### config.mk
export PLATFORM = sky130hd
export DESIGN_NAME = alu_tile_input_arbiter
export DESIGN_NICKNAME = d
export VERILOG_FILES = /design/src/rtl/alu_tile_input_arbiter.sv
export SDC_FILE = /design/constraint.sdc
export NUM_CORES = 1
export LEC_CHECK = 0
export CAP_MARGIN = 10
export CORE_AREA = 4 4 374 376
export DETAILED_ROUTE_END_ITERATION = 10
export DIE_AREA = 0 0 378 380
export GPL_TIMING_DRIVEN = 0
export PLACE_DENSITY_LB_ADDON = 0.3
export SYNTH_ARGS = -nofsm -noshare
export SYNTH_HDL_FRONTEND = slang
export SYNTH_SLANG_ARGS = --single-unit
### constraint.sdc
create_clock -name clk -period 5.25 [get_ports clk]
set_input_delay 0.525 -clock clk [delete_from_list [all_inputs] [get_ports clk]]
set_output_delay 0.525 -clock clk [all_outputs]
set_load 0.1 [all_outputs]
### src/rtl/alu_tile_input_arbiter.sv
// Five-port (N/E/S/W/host) input arbiter for an ALU tile: round-robin with sticky LOCK ownership,
// single output register stage. Define ALU_ARB_STATS_EN to build the saturating per-port grant counters.
module alu_tile_input_arbiter #(
    parameter int DATA_W = 64,
    parameter int CTRL_W = 16
) (
    input  logic                  clk,
    input  logic                  rst,
    input  logic [4:0]            req_valid,
    output logic [4:0]            req_ready,
    input  logic [5*DATA_W-1:0]   req_a,
    input  logic [5*DATA_W-1:0]   req_b,
    input  logic [5*CTRL_W-1:0]   req_ctrl,
    output logic [DATA_W-1:0]     alu_a,
    output logic [DATA_W-1:0]     alu_b,
    output logic [CTRL_W-1:0]     alu_ctrl,
    output logic                  alu_valid,
    input  logic                  alu_ready,
    output logic [2:0]            alu_src,
    output logic [5*16-1:0]       grant_cnt
);

    typedef enum logic {ST_UNLOCKED = 1'b0, ST_LOCKED = 1'b1} state_t;

    state_t            state_q, state_d;
    logic [2:0]        owner_q, owner_d;
    logic [2:0]        rr_ptr_q, rr_ptr_d;

    logic [DATA_W-1:0] alu_a_q, alu_a_d;
    logic [DATA_W-1:0] alu_b_q, alu_b_d;
    logic [CTRL_W-1:0] alu_ctrl_q, alu_ctrl_d;
    logic              alu_valid_q, alu_valid_d;
    logic [2:0]        alu_src_q, alu_src_d;

    logic [DATA_W-1:0] port_a    [5];
    logic [DATA_W-1:0] port_b    [5];
    logic [CTRL_W-1:0] port_ctrl [5];
    logic [2:0]        cand_idx  [5];

    logic              load_en;
    logic              win_found;
    logic [2:0]        win_idx;
    logic              win_lock;
    logic              accept;

    function automatic logic [2:0] next_ptr(input logic [2:0] idx);
        return (idx >= 3'd4) ? 3'd0 : idx + 3'd1;
    endfunction

    // Unpack the flat port buses and build the round-robin scan order starting at rr_ptr.
    for (genvar gi = 0; gi < 5; gi++) begin : g_port
        logic [3:0] sum;
        assign port_a[gi]    = req_a[gi*DATA_W +: DATA_W];
        assign port_b[gi]    = req_b[gi*DATA_W +: DATA_W];
        assign port_ctrl[gi] = req_ctrl[gi*CTRL_W +: CTRL_W];
        assign sum           = {1'b0, rr_ptr_q} + 4'(gi);
        assign cand_idx[gi]  = (sum >= 4'd5) ? 3'(sum - 4'd5) : sum[2:0];
    end

    assign load_en = !alu_valid_q || alu_ready;

    // Winner selection: only the owner may win while locked; otherwise the first valid
    // port at or after rr_ptr (descending loop so the lowest offset wins).
    always_comb begin
        win_found = 1'b0;
        win_idx   = 3'd0;
        if (state_q == ST_LOCKED) begin
            win_found = req_valid[owner_q];
            win_idx   = owner_q;
        end else begin
            for (int k = 4; k >= 0; k--) begin
                if (req_valid[cand_idx[k]]) begin
                    win_found = 1'b1;
                    win_idx   = cand_idx[k];
                end
            end
        end
    end

    assign win_lock = port_ctrl[win_idx][CTRL_W-1];
    assign accept   = win_found && load_en && !rst;

    // FSM: state register
    always_ff @(posedge clk) begin
        if (rst) begin
            state_q  <= ST_UNLOCKED;
            owner_q  <= 3'd0;
            rr_ptr_q <= 3'd0;
        end else begin
            state_q  <= state_d;
            owner_q  <= owner_d;
            rr_ptr_q <= rr_ptr_d;
        end
    end

    // FSM: next state. rr_ptr only advances when the arbiter is (or becomes) unlocked.
    always_comb begin
        state_d  = state_q;
        owner_d  = owner_q;
        rr_ptr_d = rr_ptr_q;
        if (accept) begin
            if (win_lock) begin
                state_d = ST_LOCKED;
                owner_d = win_idx;
            end else begin
                state_d  = ST_UNLOCKED;
                rr_ptr_d = next_ptr(win_idx);
            end
        end
    end

    // FSM: outputs
    always_comb begin
        req_ready = 5'd0;
        if (accept) begin
            req_ready[win_idx] = 1'b1;
        end
    end

    // Output register stage; data holds when nothing new is loaded.
    always_comb begin
        alu_valid_d = load_en ? accept : alu_valid_q;
        alu_a_d     = alu_a_q;
        alu_b_d     = alu_b_q;
        alu_ctrl_d  = alu_ctrl_q;
        alu_src_d   = alu_src_q;
        if (accept) begin
            alu_a_d    = port_a[win_idx];
            alu_b_d    = port_b[win_idx];
            alu_ctrl_d = port_ctrl[win_idx];
            alu_src_d  = win_idx;
        end
    end

    always_ff @(posedge clk) begin
        if (rst) begin
            alu_valid_q <= 1'b0;
            alu_a_q     <= '0;
            alu_b_q     <= '0;
            alu_ctrl_q  <= '0;
            alu_src_q   <= 3'd0;
        end else begin
            alu_valid_q <= alu_valid_d;
            alu_a_q     <= alu_a_d;
            alu_b_q     <= alu_b_d;
            alu_ctrl_q  <= alu_ctrl_d;
            alu_src_q   <= alu_src_d;
        end
    end

    assign alu_valid = alu_valid_q;
    assign alu_a     = alu_a_q;
    assign alu_b     = alu_b_q;
    assign alu_ctrl  = alu_ctrl_q;
    assign alu_src   = alu_src_q;

`ifdef ALU_ARB_STATS_EN
    for (genvar gi = 0; gi < 5; gi++) begin : g_stats
        logic [15:0] cnt_q, cnt_d;
        always_comb begin
            cnt_d = cnt_q;
            if (accept && (win_idx == 3'(gi)) && (cnt_q != 16'hFFFF)) begin
                cnt_d = cnt_q + 16'd1;
            end
        end
        always_ff @(posedge clk) begin
            if (rst) begin
                cnt_q <= 16'd0;
            end else begin
                cnt_q <= cnt_d;
            end
        end
        assign grant_cnt[gi*16 +: 16] = cnt_q;
    end
`else
    assign grant_cnt = '0;
`endif

endmodule
Word-level counts from Yosys, hierarchy flattened
Cells that the tools add are included.
{"block": "word_totals", "ff_bits": 155, "inputBits": 728, "output_inout_bits": 233, "word_cells": 86}
{"block": "op_classes", "n_addsub": 10, "magnitude_cmp": 15, "n_mux": 43, "bitwise_logic": 2, "n_reduce_logical": 8}
{"operator": "64-bit binary-select mux with 3-bit select", "count": 2}
{"operator": "64-bit 2-to-1 mux", "count": 4}
{"operator": "16-bit binary-select mux with 3-bit select", "count": 1}
{"operator": "3-bit 2-to-1 mux", "count": 12}
{"operator": "16-bit 2-to-1 mux", "count": 2}
{"operator": "3-bit by 4-bit less-than comparator with 1-bit output, second input constant", "count": 7}
{"operator": "1-bit binary-select mux with 3-bit select", "count": 6}
{"operator": "4-bit by 3-bit greater-or-equal comparator with 1-bit output, second input constant", "count": 4}
{"operator": "3-bit subtractor, second input constant", "count": 5}
{"operator": "1-bit 2-to-1 mux", "count": 14}
{"operator": "3-bit by 2-bit adder with 4-bit output, second input constant", "count": 2}
{"operator": "3-bit greater-or-equal comparator, second input constant", "count": 2}
{"operator": "5-bit 2-to-1 mux", "count": 1}
{"operator": "3-bit by 1-bit adder with 4-bit output, second input constant", "count": 1}
{"operator": "3-bit by 3-bit adder with 4-bit output, second input constant", "count": 1}
{"operator": "4-bit greater-or-equal comparator, second input constant", "count": 1}
{"operator": "3-bit NOT with 4-bit output", "count": 1}
{"operator": "2-bit AND reduction", "count": 2}
{"operator": "3-bit by 1-bit adder with 3-bit output, second input constant", "count": 1}
{"operator": "1-bit demux with 3-bit select", "count": 1}
{"operator": "3-bit by 1-bit greater-or-equal comparator with 1-bit output, second input constant", "count": 1}
{"operator": "1-bit logical AND", "count": 3}
{"operator": "1-bit zero test", "count": 2}
{"operator": "1-bit logical OR", "count": 1}
{"operator": "1-bit NOT", "count": 1}

Logic depth before layout (Yosys ltp)
Gate-level depths: netlist (run 1).
{"block": "depth", "ltp_word": 17, "mapped_depth": 19, "depth_no_buf": 15}

Least setup slack after synthesis (run 1)
OpenSTA, ideal clock, no wires.
{"block": "synth_timing", "path_type": "reg2out", "startpoint": "register rr_ptr_q[0]", "endpoint": "output req_ready[2]", "arrival_time_ns": 5.011, "required_ns": 4.725, "slack_ns": -0.286, "path_stages_with_launch": 17, "path_buffers": 4, "cell_sequence": "dfxtp_1 buf_4 buf_4 clkinv_1 ha_1 ha_1 a21oi_4 and3b_1 or4_4 o21ai_2 a2111oi_0 o41a_1 inv_2 buf_6 nand3_1 buf_2 nor2_1"}
{"block": "synth_between", "elab_chain_cells": 16, "word_cells_on_any_way": 49, "cone_classes": "add/sub: 9; order compare: 7; mux: 30; reduce/logical: 3"}
{"item": "start, declared", "line": "27", "rtl": "logic [2:0] rr_ptr_q, rr_ptr_d;"}
{"item": "start signal, assigned", "line": "92", "rtl": "rr_ptr_q <= rr_ptr_d;"}
{"item": "3-bit by 3-bit adder with 4-bit output", "line": "56", "rtl": "assign sum = {1'b0, rr_ptr_q} + 4'(gi);"}
{"item": "4-bit by 3-bit greater-or-equal comparator with 1-bit output / 3-bit subtractor (equally long branches)", "line": "57", "rtl": "assign cand_idx[gi] = (sum >= 4'd5) ? 3'(sum - 4'd5) : sum[2:0];"}
{"item": "3-bit 2-to-1 mux", "line": "57"}
{"item": "1-bit binary-select mux with 3-bit select", "line": "72", "rtl": "if (req_valid[cand_idx[k]]) begin"}
{"item": "1-bit 2-to-1 mux (implied by the code)", "line": "72"}
{"item": "3-bit 2-to-1 mux (5 in a row)", "line": "72"}
{"item": "3-bit 2-to-1 mux", "line": "67", "rtl": "if (state_q == ST_LOCKED) begin"}
{"item": "3-bit by 4-bit less-than comparator with 1-bit output (implied by the code) / 3-bit by 1-bit greater-or-equal comparator with 1-bit output (equally long branches)", "line": "116", "rtl": "req_ready[win_idx] = 1'b1;"}
{"item": "1-bit logical AND (implied by the code)", "line": "116"}
{"item": "1-bit 2-to-1 mux (implied by the code)", "line": "116"}
{"item": "1-bit demux with 3-bit select", "line": "116"}
{"item": "5-bit 2-to-1 mux (*)", "line": "115", "rtl": "if (accept) begin"}
{"item": "end, declared", "line": "10", "rtl": "output logic [4:0] req_ready,"}
Every way passes the cells marked *; elsewhere a longest branch is shown, timed or not. The select of a mux whose other input is x is not followed.

Worst setup path after layout (run 1)
{"block": "layout_timing", "startpoint": "register rr_ptr_q[0]", "endpoint": "register alu_b_q[28] (netlist: alu_b[28])"}
{"block": "layout_between", "elab_chain_cells": 15, "word_cells_on_any_way": 47, "cone_classes": "add/sub: 9; order compare: 5; mux: 30; bitwise: 1; reduce/logical: 2"}
{"item": "3-bit by 3-bit adder with 4-bit output", "line": "56"}
{"item": "4-bit by 3-bit greater-or-equal comparator with 1-bit output / 3-bit subtractor (equally long branches)", "line": "57"}
{"item": "3-bit 2-to-1 mux", "line": "57"}
{"item": "1-bit binary-select mux with 3-bit select", "line": "72"}
{"item": "1-bit 2-to-1 mux (implied by the code)", "line": "72"}
{"item": "3-bit 2-to-1 mux (5 in a row)", "line": "72"}
{"item": "3-bit 2-to-1 mux", "line": "67"}
{"item": "3-bit NOT with 4-bit output (implied by the code)", "line": "129", "rtl": "alu_b_d = port_b[win_idx];"}
{"item": "64-bit binary-select mux with 3-bit select", "line": "129"}
{"item": "64-bit 2-to-1 mux (implied by the code) (2 in a row)", "line": "129"}
{"item": "end signal, assigned", "line": "145", "rtl": "alu_b_q <= alu_b_d;"}
{"item": "end, declared", "line": "30", "rtl": "logic [DATA_W-1:0] alu_b_q, alu_b_d;"}
Several ways; a longest one is shown, not always the timed one. The select of a mux whose other input is x is not followed.
A chain may end at the register's enable or synchronous reset.

==> reports/metrics.yaml, run 1 <==
port_buffers: 878
viasPerCell: 3.77
reg2reg_depth: 19
grt_pass1_wl_um: 149000
dpl.cell_count: 4188
min_from: "alu_src[1]"
netlist_area_mm2: 0.0129
maxCapViolCount: 0
p_leak_uw: 0.00918
cts_inserted_buffers: 17
synth_area_leaders: "dfxtp_1, mux2_2, o32ai_1"
overflow: 0
critPathMaxStageDelay_ps: 560
hold_path_depth: 2
path_buf_inv: 10
finalWeightedCongestion: 0.863
multi_input_area_mm2: 0.00859
max_freq_ghz: 0.196
min_to: "alu_src[1]"
synthCells: 1432
finalCriticalPeriod_ps: 5100
period_share_pct: 97.1
rrSetupSlack_ps: 150
setup_ws_ps: 152
ys_types: 77
synth_warnings: 0
synth_compound_area_share_pct: 30.1
cp.arrival_ps: 5480
ys_seq_area_share_pct: 23.9
worst-path-max-fanout: 10
clockRootBuffer: "clkbuf_16"
start_kind: "flip-flop"
finalMaxSlewViolations: 0
n_fill_cell: 15400
setup_viol: 0
dp_hpwl_um: 98400
yosys.area.top_type_share_pct: 23.9
cts_hold_buffers: 0
synth-xor-area-share_pct: 0.203
cpMostUsedCell: "buf_4"
outcome: "completed"
synthMuxAreaShare_pct: 26.0
clock_latency_ps: 520
hold_viol_final: 0
cts_max_level: 4
routed-via-count: 16100
drc: 0
comb_power_share_pct: 82.9
worstReg2RegStart: "rr_ptr_q[0]"
yosysTopAreaCell: "dfxtp_1"
tns_ps: 0
drive_gt1_share_pct: 22.0
area_delta_synth_final_pct: 98.0
die_h_um: 380
start_util_pct: 9.44
synthAdderAreaFrac_pct: 1.22
post-place-ws_ps: -2380
drt_wl_total_um: 116000
seqCellArea_mm2: 0.00309
synth_simple_gate_area_share_pct: 4.56
avgSynthCellArea_um2: 9.02
worst_setup_path_end_kind: "flip-flop"
cts_tree: "built"
clk_pin_slew_ps: 90
routedWlPerCell_um: 27.2
fin_cells: 4256
power_uw: 19500
final_antenna_net_count: 0
cp.required_ps: 5630
grt_pass1_vias: 16600
switching_power_uw: 11900
p_seq_share_pct: 10.2
crit_family: "buffers and inverters"
synth_top_family_by_area: "compound AO/OA/AOI/OAI gates"
power_density_mw_per_mm2: 762
cp_cell_sequence: "buf_8, buf_8, clkinv_4, ha_4, inv_1, fa_2, or4_4, a211oi_4, buf_4, buf_6, a2111oi_2, o41a_1, buf_4, bufinv_16, buf_4, clkbuf_4, mux2_2, o21ai_0, o32ai_1"
synthFlopType: "dfxtp_1"
relSlewSlack_pct: 14.1
grt_antenna_before_repair: 31
finClkSkew_ps: 23.2
rr_endpoint: "alu_b[28]"
hp-class: "reg -> reg"
die_w_um: 378
ir_drop_mv: 0.304
numClockSinks: 154
core-area_mm2: 0.137
swShare_pct: 61.2
postSynth.asyncResetShare_pct: 0
synth_seq_cells: 154
grtUsageTotal_pct: 15.4
worst_pin_slew_ps: 1290
p_int_uw: 7560
crit_type: "reg -> reg"
die_area_mm2: 0.144
nets: 3177
synth_edf_count: 0
grt_max_degree: 17
rsz0062_at_grt: "true"
p_clk_share_pct: 6.9
firstDrtPassIters: 5
cts_buffer_depth: 2
num_rows: 136
critPathSlowestCell: "or4_4"
drtIter0Drc: 903
io_pins: 961
placed cells by master, fill, tap and decap left out, drive strengths merged, types with 32 or more instances in the layout:
master           n
clkdlybuf4s50  870
mux2           234
buf            179
dfxtp          154
inv            138
o21ai          122
a221oi         118
o32ai          114
clkbuf         103
conb            80
mux2i           68
nor2            32
state kept, by name, summed over array words and instances, names as in the netlist:
name	cells
alu_valid	1
alu_src	3
owner_q	3
state_q	1
alu_a	64
rr_ptr_q	3
alu_ctrl	15
alu_b	64
stage by stage:
step	instance area, um^2	hold slack, ps	util [%]
after floorplan	13200	486	-
after global placement	24300	430	17.7
after detailed placement	24300	441	17.8
after CTS	25300	452	18.5
after global routing	25600	491	18.7
final	25600	453	18.7
worst max path at each step:
| stage | from | endpoint | slack (ps) | depth (start not counted) |
|---|---|---|---|---|
| global placement | rr_ptr_q[0] | req_ready[2] | -2420 | 17 |
| finish | rr_ptr_q[0] | alu_b[28] | 150 | 19 |
| global route | rr_ptr_q[0] | req_ready[0] | -80 | 18 |
| floorplan | rr_ptr_q[0] | req_ready[2] | -290 | 16 |
| detailed placement | rr_ptr_q[0] | req_ready[3] | -2380 | 17 |
| CTS | rr_ptr_q[0] | req_ready[2] | 4 | 17 |
power groups by stage:
stage	clock network (uW)	registers (uW)	logic, uW
2_1_floorplan	0	5080	6740
3_3_place_gp	0	2000	15700
3_5_place_dp	0	2010	15800
4_1_cts	1420	1990	16300
5_1_grt	1440	2050	17100
6_report	1340	1990	16200
worst reg2reg max path: stages (launching register included):
cell and delay [ps]:
dfxtp_4 370, buf_8 150, buf_8 150, clkinv_4 100
ha_4 140, inv_1 50, fa_2 440, or4_4 560
a211oi_4 340, buf_4 170, buf_6 100, a2111oi_2 40
o41a_1 360, buf_4 160, bufinv_16 190, buf_4 240
clkbuf_4 410, mux2_2 390, o21ai_0 450, o32ai_1 140
per-layer routing:
metal / wire length (um) / up-vias / GRT usage, %
li1: - / 7416 / -
met1: 45400 / 7815 / 17.7
met2: 57300 / 737 / 27.1
met3: 11000 / 84 / 5.71
met4: 1790 / 12 / 3.25
met5: 80 / - / 0
cells in the mapped netlist (3+ instances only):
cell and n:
nor3_1 6, a21o_1 4, o31a_1 3, nand3_1 6, o21ai_0 117, nor2_1 31
buf_4 94, o32ai_1 114, a221oi_1 87, a21oi_1 11, mux2_2 233, buf_6 7
o22ai_1 5, nor2b_1 8, buf_1 10, nand2b_1 4, nand4_1 4, o211ai_1 6
a22oi_1 30, a211oi_1 4, nand2_1 24, inv_1 131, o21ai_1 4, or4_1 5
mux2i_1 68, o221ai_1 31, a221oi_2 31, clkbuf_1 86, nor4_1 7, buf_2 31
a2bb2oi_1 4, dfxtp_1 154, and3_1 4, and3b_1 4, ha_1 11
cells by family after synthesis:
group	count (synthesis)
fa+ha+maj	12
other cells	1
buf+inv	363
simple gates	113
xor+xnor	3
compound gates	482
flops	154
mux	304
timing repair:
action	CTS	global route
pin swaps	8	5
setup buffers	14	11
gates resized for setup	112	43
setup endpoints to repair	159	30
area by class of cell:
type	instances	share of cell area [%]
well taps	1794	8.77
diodes	13	0.127
multi-input cells	994	33.6
inverters	135	2.16
flip-flops and latches	154	12.1
clock buffers	17	1.66
plain buffers	227	5.55
clock inverters	14	0.543
repair buffers	908	35.5
Power figures use the tool's default switching activity.
==> run 2, diff against run 1 <==
CTS_CLUSTER_DIAMETER = 100   (was not set)
==> results of run 2 <==
The final DEF is identical to that of run 1; final timing and power are the same.
